--- src/rtl/decode_hs_if.sv ---
// decode_hs_if: fetch/regfile/execute bus of the handshaked decode stage.
// Perf counter signals exist only when DECODE_PERF_EN is defined.
interface decode_hs_if #(
    parameter int XLEN = 32,
    parameter int PC_W = 32
);
    logic            flush;
    logic            in_valid;
    logic            in_ready;
    logic [31:0]     in_inst;
    logic [PC_W-1:0] in_pc;
    logic [4:0]      rf_addr1;
    logic [4:0]      rf_addr2;
    logic [XLEN-1:0] rf_val1;
    logic [XLEN-1:0] rf_val2;
    logic            out_valid;
    logic            out_ready;
    logic            rtype, itype, load, store, branch, jal, jalr, lui, auipc;
    logic            illegal;
    logic [XLEN-1:0] imm;
    logic [4:0]      rs1, rs2, rd;
    logic [XLEN-1:0] rs1_val, rs2_val;
    logic [2:0]      funct3;
    logic            funct7b5;
    logic [31:0]     inst_q;
    logic [PC_W-1:0] pc_q;
`ifdef DECODE_PERF_EN
    logic [31:0]     perf_decoded;
    logic [31:0]     perf_bp_cycles;
`endif

    modport slave (
        input  flush, in_valid, in_inst, in_pc, rf_val1, rf_val2, out_ready,
        output in_ready, rf_addr1, rf_addr2, out_valid,
        output rtype, itype, load, store, branch, jal, jalr, lui, auipc, illegal,
        output imm, rs1, rs2, rd, rs1_val, rs2_val, funct3, funct7b5, inst_q, pc_q
`ifdef DECODE_PERF_EN
        , output perf_decoded, perf_bp_cycles
`endif
    );

    modport master (
        output flush, in_valid, in_inst, in_pc, rf_val1, rf_val2, out_ready,
        input  in_ready, rf_addr1, rf_addr2, out_valid,
        input  rtype, itype, load, store, branch, jal, jalr, lui, auipc, illegal,
        input  imm, rs1, rs2, rd, rs1_val, rs2_val, funct3, funct7b5, inst_q, pc_q
`ifdef DECODE_PERF_EN
        , input perf_decoded, perf_bp_cycles
`endif
    );
endinterface

--- src/rtl/decode_hs.sv ---
// decode_hs: RV32 decode stage with valid/ready handshake and optional skid entry.
// Optional perf counters enabled by DECODE_PERF_EN.
module decode_hs #(
    parameter int XLEN      = 32,
    parameter int PC_W      = 32,
    parameter bit REG_READY = 1'b0
) (
    input logic        clk,
    input logic        rst,
    decode_hs_if.slave bus
);
    typedef struct packed {
        logic            rtype, itype, load, store, branch, jal, jalr, lui, auipc, illegal;
        logic [XLEN-1:0] imm;
        logic [4:0]      rs1, rs2, rd;
        logic [XLEN-1:0] rs1_val, rs2_val;
        logic [2:0]      funct3;
        logic            funct7b5;
        logic [31:0]     inst;
        logic [PC_W-1:0] pc;
    } bundle_t;

    localparam bundle_t BUBBLE = '{itype: 1'b1, inst: 32'h0000_0013, default: '0};

    bundle_t         dec, out_q, out_d, skid_q, skid_d;
    logic            out_v_q, out_v_d, skid_v_q, skid_v_d;
    logic            use1, use2, used;
    logic            acc;
    logic [6:0]      op;
    logic [31:0]     ins;
    logic [XLEN-1:0] i_imm, s_imm, b_imm, j_imm, u_imm;

    assign ins   = bus.in_inst;
    assign op    = ins[6:0];
    assign i_imm = XLEN'($signed(ins[31:20]));
    assign s_imm = XLEN'($signed({ins[31:25], ins[11:7]}));
    assign b_imm = XLEN'($signed({ins[31], ins[7], ins[30:25], ins[11:8], 1'b0}));
    assign j_imm = XLEN'($signed({ins[31], ins[19:12], ins[20], ins[30:21], 1'b0}));
    assign u_imm = XLEN'($signed({ins[31:12], 12'b0}));

    // Opcode compare covers inst[1:0], so a non-11 low pair falls out as illegal.
    always_comb begin
        dec          = '0;
        dec.rtype    = op == 7'b0110011;
        dec.itype    = op == 7'b0010011;
        dec.load     = op == 7'b0000011;
        dec.store    = op == 7'b0100011;
        dec.branch   = op == 7'b1100011;
        dec.jal      = op == 7'b1101111;
        dec.jalr     = op == 7'b1100111;
        dec.lui      = op == 7'b0110111;
        dec.auipc    = op == 7'b0010111;
        dec.illegal  = ~(dec.rtype | dec.itype | dec.load | dec.store | dec.branch |
                         dec.jal | dec.jalr | dec.lui | dec.auipc);
        use1         = dec.rtype | dec.itype | dec.load | dec.store | dec.branch | dec.jalr;
        use2         = dec.rtype | dec.store | dec.branch;
        used         = dec.rtype | dec.itype | dec.load | dec.jal | dec.jalr | dec.lui | dec.auipc;
        dec.imm      = (dec.itype | dec.load | dec.jalr) ? i_imm :
                       dec.store                       ? s_imm :
                       dec.branch                      ? b_imm :
                       dec.jal                         ? j_imm :
                       (dec.lui | dec.auipc)           ? u_imm : '0;
        dec.rs1      = use1 ? ins[19:15] : 5'd0;
        dec.rs2      = use2 ? ins[24:20] : 5'd0;
        dec.rd       = used ? ins[11:7] : 5'd0;
        dec.rs1_val  = use1 ? bus.rf_val1 : '0;
        dec.rs2_val  = use2 ? bus.rf_val2 : '0;
        dec.funct3   = ins[14:12];
        dec.funct7b5 = ins[30];
        dec.inst     = ins;
        dec.pc       = bus.in_pc;
    end

    assign bus.rf_addr1 = dec.rs1;
    assign bus.rf_addr2 = dec.rs2;
    assign bus.in_ready = REG_READY ? ~skid_v_q : (~out_v_q | bus.out_ready | bus.flush);
    assign acc          = bus.in_valid & bus.in_ready;

    // A consumed bundle with nothing behind it reverts to the bubble encoding.
    always_comb begin
        out_d    = out_q;
        out_v_d  = out_v_q;
        skid_d   = skid_q;
        skid_v_d = skid_v_q;
        if (bus.flush) begin
            out_d    = BUBBLE;
            out_v_d  = 1'b0;
            skid_d   = BUBBLE;
            skid_v_d = 1'b0;
        end else if (~out_v_q | bus.out_ready) begin
            if (REG_READY && skid_v_q) begin
                out_d    = skid_q;
                out_v_d  = 1'b1;
                skid_d   = BUBBLE;
                skid_v_d = 1'b0;
            end else if (acc) begin
                out_d   = dec;
                out_v_d = 1'b1;
            end else begin
                out_d   = BUBBLE;
                out_v_d = 1'b0;
            end
        end else if (REG_READY && acc) begin
            skid_d   = dec;
            skid_v_d = 1'b1;
        end
    end

    always_ff @(posedge clk or posedge rst) begin
        if (rst) begin
            out_q    <= BUBBLE;
            out_v_q  <= 1'b0;
            skid_q   <= BUBBLE;
            skid_v_q <= 1'b0;
        end else begin
            out_q    <= out_d;
            out_v_q  <= out_v_d;
            skid_q   <= skid_d;
            skid_v_q <= skid_v_d;
        end
    end

    assign bus.out_valid = out_v_q;
    assign bus.rtype     = out_q.rtype;
    assign bus.itype     = out_q.itype;
    assign bus.load      = out_q.load;
    assign bus.store     = out_q.store;
    assign bus.branch    = out_q.branch;
    assign bus.jal       = out_q.jal;
    assign bus.jalr      = out_q.jalr;
    assign bus.lui       = out_q.lui;
    assign bus.auipc     = out_q.auipc;
    assign bus.illegal   = out_q.illegal;
    assign bus.imm       = out_q.imm;
    assign bus.rs1       = out_q.rs1;
    assign bus.rs2       = out_q.rs2;
    assign bus.rd        = out_q.rd;
    assign bus.rs1_val   = out_q.rs1_val;
    assign bus.rs2_val   = out_q.rs2_val;
    assign bus.funct3    = out_q.funct3;
    assign bus.funct7b5  = out_q.funct7b5;
    assign bus.inst_q    = out_q.inst;
    assign bus.pc_q      = out_q.pc;

`ifdef DECODE_PERF_EN
    logic [31:0] perf_dec_q, perf_dec_d, perf_bp_q, perf_bp_d;

    assign perf_dec_d = perf_dec_q + 32'(out_v_q & bus.out_ready & ~bus.flush & ~out_q.illegal);
    assign perf_bp_d  = perf_bp_q + 32'(bus.in_valid & ~bus.in_ready);

    always_ff @(posedge clk or posedge rst) begin
        if (rst) begin
            perf_dec_q <= '0;
            perf_bp_q  <= '0;
        end else begin
            perf_dec_q <= perf_dec_d;
            perf_bp_q  <= perf_bp_d;
        end
    end

    assign bus.perf_decoded   = perf_dec_q;
    assign bus.perf_bp_cycles = perf_bp_q;
`endif
endmodule

--- src/flat_wrapper.sv ---
// flat-port wrapper written by rule: the top's interface ports become plain ports
module decode_hs_flat 
#(
    parameter int XLEN      = 32,
    parameter int PC_W      = 32,
    parameter bit REG_READY = 1'b0
)
  (clk, rst, bus_flush, bus_in_valid, bus_in_inst, bus_in_pc, bus_rf_val1, bus_rf_val2, bus_out_ready, bus_in_ready, bus_rf_addr1, bus_rf_addr2, bus_out_valid, bus_rtype, bus_itype, bus_load, bus_store, bus_branch, bus_jal, bus_jalr, bus_lui, bus_auipc, bus_illegal, bus_imm, bus_rs1, bus_rs2, bus_rd, bus_rs1_val, bus_rs2_val, bus_funct3, bus_funct7b5, bus_inst_q, bus_pc_q);
  decode_hs_if #(.XLEN(XLEN), .PC_W(PC_W)) bus_i ();
  input logic clk;
  input logic rst;
  input wire logic [$bits(bus_i.flush)-1:0] bus_flush;
  input wire logic [$bits(bus_i.in_valid)-1:0] bus_in_valid;
  input wire logic [$bits(bus_i.in_inst)-1:0] bus_in_inst;
  input wire logic [$bits(bus_i.in_pc)-1:0] bus_in_pc;
  input wire logic [$bits(bus_i.rf_val1)-1:0] bus_rf_val1;
  input wire logic [$bits(bus_i.rf_val2)-1:0] bus_rf_val2;
  input wire logic [$bits(bus_i.out_ready)-1:0] bus_out_ready;
  output wire logic [$bits(bus_i.in_ready)-1:0] bus_in_ready;
  output wire logic [$bits(bus_i.rf_addr1)-1:0] bus_rf_addr1;
  output wire logic [$bits(bus_i.rf_addr2)-1:0] bus_rf_addr2;
  output wire logic [$bits(bus_i.out_valid)-1:0] bus_out_valid;
  output wire logic [$bits(bus_i.rtype)-1:0] bus_rtype;
  output wire logic [$bits(bus_i.itype)-1:0] bus_itype;
  output wire logic [$bits(bus_i.load)-1:0] bus_load;
  output wire logic [$bits(bus_i.store)-1:0] bus_store;
  output wire logic [$bits(bus_i.branch)-1:0] bus_branch;
  output wire logic [$bits(bus_i.jal)-1:0] bus_jal;
  output wire logic [$bits(bus_i.jalr)-1:0] bus_jalr;
  output wire logic [$bits(bus_i.lui)-1:0] bus_lui;
  output wire logic [$bits(bus_i.auipc)-1:0] bus_auipc;
  output wire logic [$bits(bus_i.illegal)-1:0] bus_illegal;
  output wire logic [$bits(bus_i.imm)-1:0] bus_imm;
  output wire logic [$bits(bus_i.rs1)-1:0] bus_rs1;
  output wire logic [$bits(bus_i.rs2)-1:0] bus_rs2;
  output wire logic [$bits(bus_i.rd)-1:0] bus_rd;
  output wire logic [$bits(bus_i.rs1_val)-1:0] bus_rs1_val;
  output wire logic [$bits(bus_i.rs2_val)-1:0] bus_rs2_val;
  output wire logic [$bits(bus_i.funct3)-1:0] bus_funct3;
  output wire logic [$bits(bus_i.funct7b5)-1:0] bus_funct7b5;
  output wire logic [$bits(bus_i.inst_q)-1:0] bus_inst_q;
  output wire logic [$bits(bus_i.pc_q)-1:0] bus_pc_q;
  assign bus_i.flush = bus_flush;
  assign bus_i.in_valid = bus_in_valid;
  assign bus_i.in_inst = bus_in_inst;
  assign bus_i.in_pc = bus_in_pc;
  assign bus_i.rf_val1 = bus_rf_val1;
  assign bus_i.rf_val2 = bus_rf_val2;
  assign bus_i.out_ready = bus_out_ready;
  assign bus_in_ready = bus_i.in_ready;
  assign bus_rf_addr1 = bus_i.rf_addr1;
  assign bus_rf_addr2 = bus_i.rf_addr2;
  assign bus_out_valid = bus_i.out_valid;
  assign bus_rtype = bus_i.rtype;
  assign bus_itype = bus_i.itype;
  assign bus_load = bus_i.load;
  assign bus_store = bus_i.store;
  assign bus_branch = bus_i.branch;
  assign bus_jal = bus_i.jal;
  assign bus_jalr = bus_i.jalr;
  assign bus_lui = bus_i.lui;
  assign bus_auipc = bus_i.auipc;
  assign bus_illegal = bus_i.illegal;
  assign bus_imm = bus_i.imm;
  assign bus_rs1 = bus_i.rs1;
  assign bus_rs2 = bus_i.rs2;
  assign bus_rd = bus_i.rd;
  assign bus_rs1_val = bus_i.rs1_val;
  assign bus_rs2_val = bus_i.rs2_val;
  assign bus_funct3 = bus_i.funct3;
  assign bus_funct7b5 = bus_i.funct7b5;
  assign bus_inst_q = bus_i.inst_q;
  assign bus_pc_q = bus_i.pc_q;
  decode_hs #(.XLEN(XLEN), .PC_W(PC_W), .REG_READY(REG_READY)) u_core (.clk(clk), .rst(rst), .bus(bus_i));
endmodule
--- config.mk ---
export PLATFORM = sky130hd
export DESIGN_NAME = decode_hs_flat
export DESIGN_NICKNAME = d
export VERILOG_FILES = /design/src/rtl/decode_hs_if.sv /design/src/rtl/decode_hs.sv /design/src/flat_wrapper.sv
export SDC_FILE = /design/constraint.sdc
export NUM_CORES = 1
export LEC_CHECK = 0
export CORE_MARGIN = 2
export CORE_UTILIZATION = 37
export DETAILED_ROUTE_END_ITERATION = 7
export PLACE_DENSITY = 0.73
export SLEW_MARGIN = 20
export SYNTH_ARGS = -nofsm -noshare
export SYNTH_HDL_FRONTEND = slang
export SYNTH_SLANG_ARGS = --single-unit
export TNS_END_PERCENT = 50
--- constraint.sdc ---
create_clock -name clk -period 6.6 [get_ports clk]
set_input_delay 1.32 -clock clk [delete_from_list [all_inputs] [get_ports clk]]
set_output_delay 1.32 -clock clk [all_outputs]
set_load 0.03 [all_outputs]
# After elaboration in Yosys (flattened, before gate mapping)
# Index checks and enable logic that the tools add are counted.
[op_classes]
eq_ne = 9
mux = 16
bitwise = 23
reduce_logical = 1
[op_table]
columns = ["cell", "n"]
rows = [
  ["189-bit two-way mux", 3],
  ["32-bit two-way mux", 7],
  ["7-bit by 6-bit == test with 1-bit output, second input constant", 3],
  ["7-bit == test, second input constant", 3],
  ["1-bit bitwise OR", 20],
  ["5-bit two-way mux", 3],
  ["7-bit by 5-bit == test with 1-bit output, second input constant", 2],
  ["7-bit by 2-bit == test with 1-bit output, second input constant", 1],
  ["1-bit two-way mux", 3],
  ["1-bit NOT", 2],
  ["2-bit nonzero test", 1],
  ["1-bit AND", 1],
]
[totals]
regBits = 190
input_bits = 133
output_inout_bits = 201
elab_cells = 70

# Logic depth before layout (Yosys ltp)
[depth]
ltp_word = 13
depth_mapped = 7
depth_no_buf = 5

# Worst setup path before layout
# No wires, ideal clock.
[synth_timing]
path_type = "in2out"
startpoint = "input bus_in_inst[3]"
endpoint = "output bus_rf_addr2[0]"
t_arrival_ns = 2.525
t_required_ns = 5.280
setup_slack_ns = 2.755
cell_stages = 4
n_path_buf = 1
cell_sequence = "buf_2 nand2b_1 a2111oi_2 and2_1"
[synth_via]
elab_chain_len = 4
word_cells_on_any_way = 6
classes_between = "3 x eq/ne; 1 x mux; 2 x bitwise"
[synth_rtl]
columns = ["item", "line_no", "source"]
rows = [
  ["from (decl)", "flat_wrapper.sv:14", "input wire logic [$bits(bus_i.in_inst)-1:0] bus_in_inst;"],
  ["7-bit by 6-bit == test with 1-bit output, on equally long branches", "decode_hs.sv:44, decode_hs.sv:47", ""],
  ["1-bit bitwise OR", "decode_hs.sv:56", "use2 = dec.rtype | dec.store | dec.branch;"],
  ["1-bit bitwise OR *", "decode_hs.sv:56", ""],
  ["5-bit two-way mux *", "decode_hs.sv:64", "dec.rs2 = use2 ? ins[24:20] : 5'd0;"],
  ["to (decl)", "flat_wrapper.sv:21", "output wire logic [$bits(bus_i.rf_addr2)-1:0] bus_rf_addr2;"],
]
# Mark *: on every way between the ends. The rest lies on a longest branch, timed or not.

# Final worst setup path
[layout_timing]
startpoint = "input bus_in_inst[6]"
endpoint = "output bus_rf_addr1[0]"
[layout_via]
elab_chain_len = 7
word_cells_on_any_way = 12
classes_between = "6 x eq/ne; 1 x mux; 5 x bitwise"
[layout_rtl]
columns = ["item", "line_no", "source"]
rows = [
  ["7-bit by 6-bit == test with 1-bit output or 7-bit by 5-bit == test with 1-bit output (tied branches)", "decode_hs.sv:44, decode_hs.sv:45", ""],
  ["1-bit bitwise OR (4 in a row)", "decode_hs.sv:55", "use1 = dec.rtype | dec.itype | dec.load | dec.store | dec.branch | dec.jalr;"],
  ["1-bit bitwise OR *", "decode_hs.sv:55", ""],
  ["5-bit two-way mux *", "decode_hs.sv:63", "dec.rs1 = use1 ? ins[19:15] : 5'd0;"],
  ["to (decl)", "flat_wrapper.sv:20", "output wire logic [$bits(bus_i.rf_addr1)-1:0] bus_rf_addr1;"],
]
# Marks and branches as above.

==> impl_metrics.toml <==
[status]
result_of_the_run = "finished clean"

[yosys]
synthesis.yosys.warnings = 0
synthesis.nets = 678
syn-instance-count = 545
yosys.area_share.simple = 0.06375
post_synth_mux_area_share = 0.001405
synth_flop_cell = "dfrtp_1"
synth_edf_count = 0
synth_cell_types = 45
postSynth.asyncResetShare = 1.000
main_combinational_cell_family_by_area_after_synthesis = "compound AO/OA/AOI/OAI gates"
synth-xor-area-share = 0
area_fraction_in_compound_gates_after_synthesis = 0.2462
syn_area_per_cell_um2 = 13.07
arithmetic_cell_share_of_the_synthesized_area_counting_full_adders_half_adders_and_majority_gates = 0
synth-seq-area-share = 0.6540
synth_seq_cells = 186
netlist_area_um2 = 7124

[timing]
relSlewSlack = 0.2841
measured_slew_at_the_worst_slew_check_pin_ns = 1.072
max_freq_ghz = 0.1931
finalHoldViolations = 0
layout_min_cycle_time_ns = 5.178
rsz0062_at_grt = "false"
setup_tns_ns = 0
period_share = 0.7845
report.final.slew_viol_count = 0
skew_ns = 0.01284
final-setup-viol-count = 0

[die]
floorplan.die.height_um = 142.8
design.die.area_um2 = 20380
ios = 334
placement_rows = 50
starting_utilization_of_the_core_area = 0.3783
die_w_um = 142.8
core_region_area_um2 = 18830

[route]
drt-wirelength-per-cell_um = 19.84
drc_errors = 0
drt_wl_total_um = 22420
routed_via_density = 5.134
drt_first_iter_violations = 288
num_vias = 5801
detail_route.first_pass.iterations = 4
antenna_left = 0

[critical_path]
timing.reg2reg.worst_path_depth = 6
path_class = "in2out"
timing.critical_path.required_ns = 5.28
timing.critical_path.from_type = "input port"
r2r-start = "u_core.bus.out_valid"
regToRegSetupSlack_ns = 3.81
timing.critical_path.fanout_max = 15
cp.arrival_ns = 3.86
regToRegEndpoint = "u_core.bus.rs2_val[22]"
worst_setup_path_end_kind = "primary output"

[clocking]
clk_path_buf_depth = 2
ctsHtreeMaxLevel = 4
number_of_resized_instances_in_the_post_cts_repair_step = 0
post_cts_hold_buffer_count = 0
clk_transition_reported_paths_ns = 0.06
root_buffer = "clkbuf_16"
post-cts-setup-buffer-count = 0
clkSinkCount = 186
clock_latency_ns = 0.43
numCtsBuffers = 17
tritoncts = "built"

[grt]
grt_pass1_vias = 5727
first_pass_grt_wire_length_um = 33900
gr-total-overflow = 0
initial_antenna_violation_count = 0
grt_start_max_net_pins = 144
overall_track_demand_over_capacity_in_global_routing = 0.2166

[layout]
final_area_um2 = 11240
final_cell_mix = "clkdlybuf4s50_1 (333), dfrtp_1 (182), a22o_1 (143), nand2_1 (33), a21oi_1 (20)"
area_growth_syn_to_fin_pct = 57.71
layout.core_utilization = 0.5967
fraction_of_final_layout_cells_with_drive_strength_greater_than_1 = 0.06322
antenna_cells = 0
n_fill_cell = 1547
design.final.nets = 991
layout_commonest_cell = "clkdlybuf4s50_1"

[pwr]
leakagePower_nw = 4.899
netSwitchingPower_mw = 0.6114
power.share.combinational = 0.113
vdd.ir_drop.worst_v = 0.0001686
power_per_cell_area_nw_per_um2 = 223.8
p_total_mw = 2.514
sw_ratio = 0.2432
clkPwrFrac = 0.420
p_int_mw = 1.903
p_seq_frac = 0.468

[hold_path]
worst_hold_path.num_cells = 2
hold_class = "reg2reg"
whs_endpoint = "u_core.bus.jal"
hold_start = "u_core.bus.jal"

[placement]
gp_congestion = 0.9257
dp_area_um2 = 10630
io_buffer_count = 333
hpwlAfterDp_um = 15680

[run]
max_cap_viol_count = 0
-- synthesized netlist by cell type, types with 2 or more instances --
library cell  instances  area (um^2)
a21oi_1              20        100.1
a221o_1               5        50.05
a22o_1              143         1252
a32o_1                6        60.06
and2_1               11        68.82
and3_1                4        25.02
buf_1                 3        11.26
buf_2                11        55.05
buf_4                 4        30.03
buf_6                 3        33.78
clkbuf_1             26        97.59
dfrtp_1             182         4554
dfstp_2               4        105.1
inv_1                 5        18.77
nand2_1              33        123.9
nand2_2               2        12.51
nand2b_1              4        25.02
nand3_1              11        55.05
nand4_1               2        12.51
nor2_1               15        56.30
nor2_2                2        12.51
nor3_1                2        10.01
o21a_1                2        15.01
o21ai_0              11        55.05
o21ai_1              11        55.05
o22a_1                2        17.52
o31ai_1               3        22.52
-- final cells by class --
type | count | area [um^2] | area share
flip-flops and latches | 186 | 4659 | 0.4147
clock buffers | 19 | 442.9 | 0.03942
repair buffers | 341 | 3393 | 0.3020
inverters | 5 | 26.28 | 0.002339
well taps | 260 | 325.3 | 0.02895
clock inverters | 12 | 162.7 | 0.01448
multi-input cells | 307 | 2226 | 0.1981
-- state kept, by name, summed over array words and instances (netlist names), 5 cells and up --
| register | flops |
|---|---|
| u_core.bus.rs2_val | 32 |
| u_core.bus.rs1_val | 32 |
| u_core.bus.rs1 | 5 |
| u_core.bus.rs2 | 5 |
| u_core.bus.inst_q | 32 |
| u_core.bus.pc_q | 32 |
| u_core.bus.rd | 5 |
| u_core.bus.imm | 32 |
-- worst max path at each step --
| stage | startpoint | endpoint | cells past startpoint |
|---|---|---|---|
| 6_report | bus_in_inst[6] | bus_rf_addr1[0] | 6 |
| 5_1_grt | bus_in_inst[3] | bus_rf_addr2[0] | 5 |
| 4_1_cts | bus_in_inst[6] | bus_rf_addr1[0] | 6 |
| 3_5_place_dp | bus_in_inst[6] | bus_rf_addr1[0] | 6 |
| 3_3_place_gp | bus_in_inst[6] | bus_rf_addr1[0] | 6 |
| 2_1_floorplan | rst | u_core.bus.auipc | 1 |
-- through the flow --
step	hold slack, ns	cells	setup WS [ns]
after floorplan	0.5572	545	0.2295
after global placement	0.4510	1099	1.438
after CTS	0.4690	1130	1.408
after detailed placement	0.4547	1099	1.412
after global routing	0.4974	1130	1.288
final	0.4651	1130	1.422
-- per-layer routing --
layer,share of wire,vias to the layer above,GRT usage
li1,-,2683,-
met1,0.43,2848,0.2808
met2,0.48,241,0.3555
met3,0.070,29,0.05533
met4,0.020,0,0.07295
met5,0,-,0
-- logic make-up (layout without fill, tap and decap cells) --
| family | count (synthesis) | count (layout) |
|---|---|---|
| AO/OA/AOI/OAI | 215 | 215 |
| buffers and inverters | 52 | 377 |
| flip-flops | 186 | 186 |
| multiplexers | 1 | 1 |
| AND/OR/NAND/NOR | 91 | 91 |
-- power groups by stage --
stage          Sequential [mW]  Clock [mW]  Combinational (mW)
6_report                  1.18        1.05               0.284
5_1_grt                   1.18        1.13               0.303
4_1_cts                   1.18        1.08               0.288
3_5_place_dp              1.20           0               0.287
3_3_place_gp              1.20           0               0.286
2_1_floorplan             1.24           0              0.0791
-- worst max-delay path, cell delays in order --
cell and delay [ns]:
clkdlybuf4s50_1 0.84, and3b_1 0.36, nor2_1 0.10, nor2_1 0.37, and2_1 0.20, clkdlybuf4s50_1 0.66
Power figures use the tool's default switching activity.
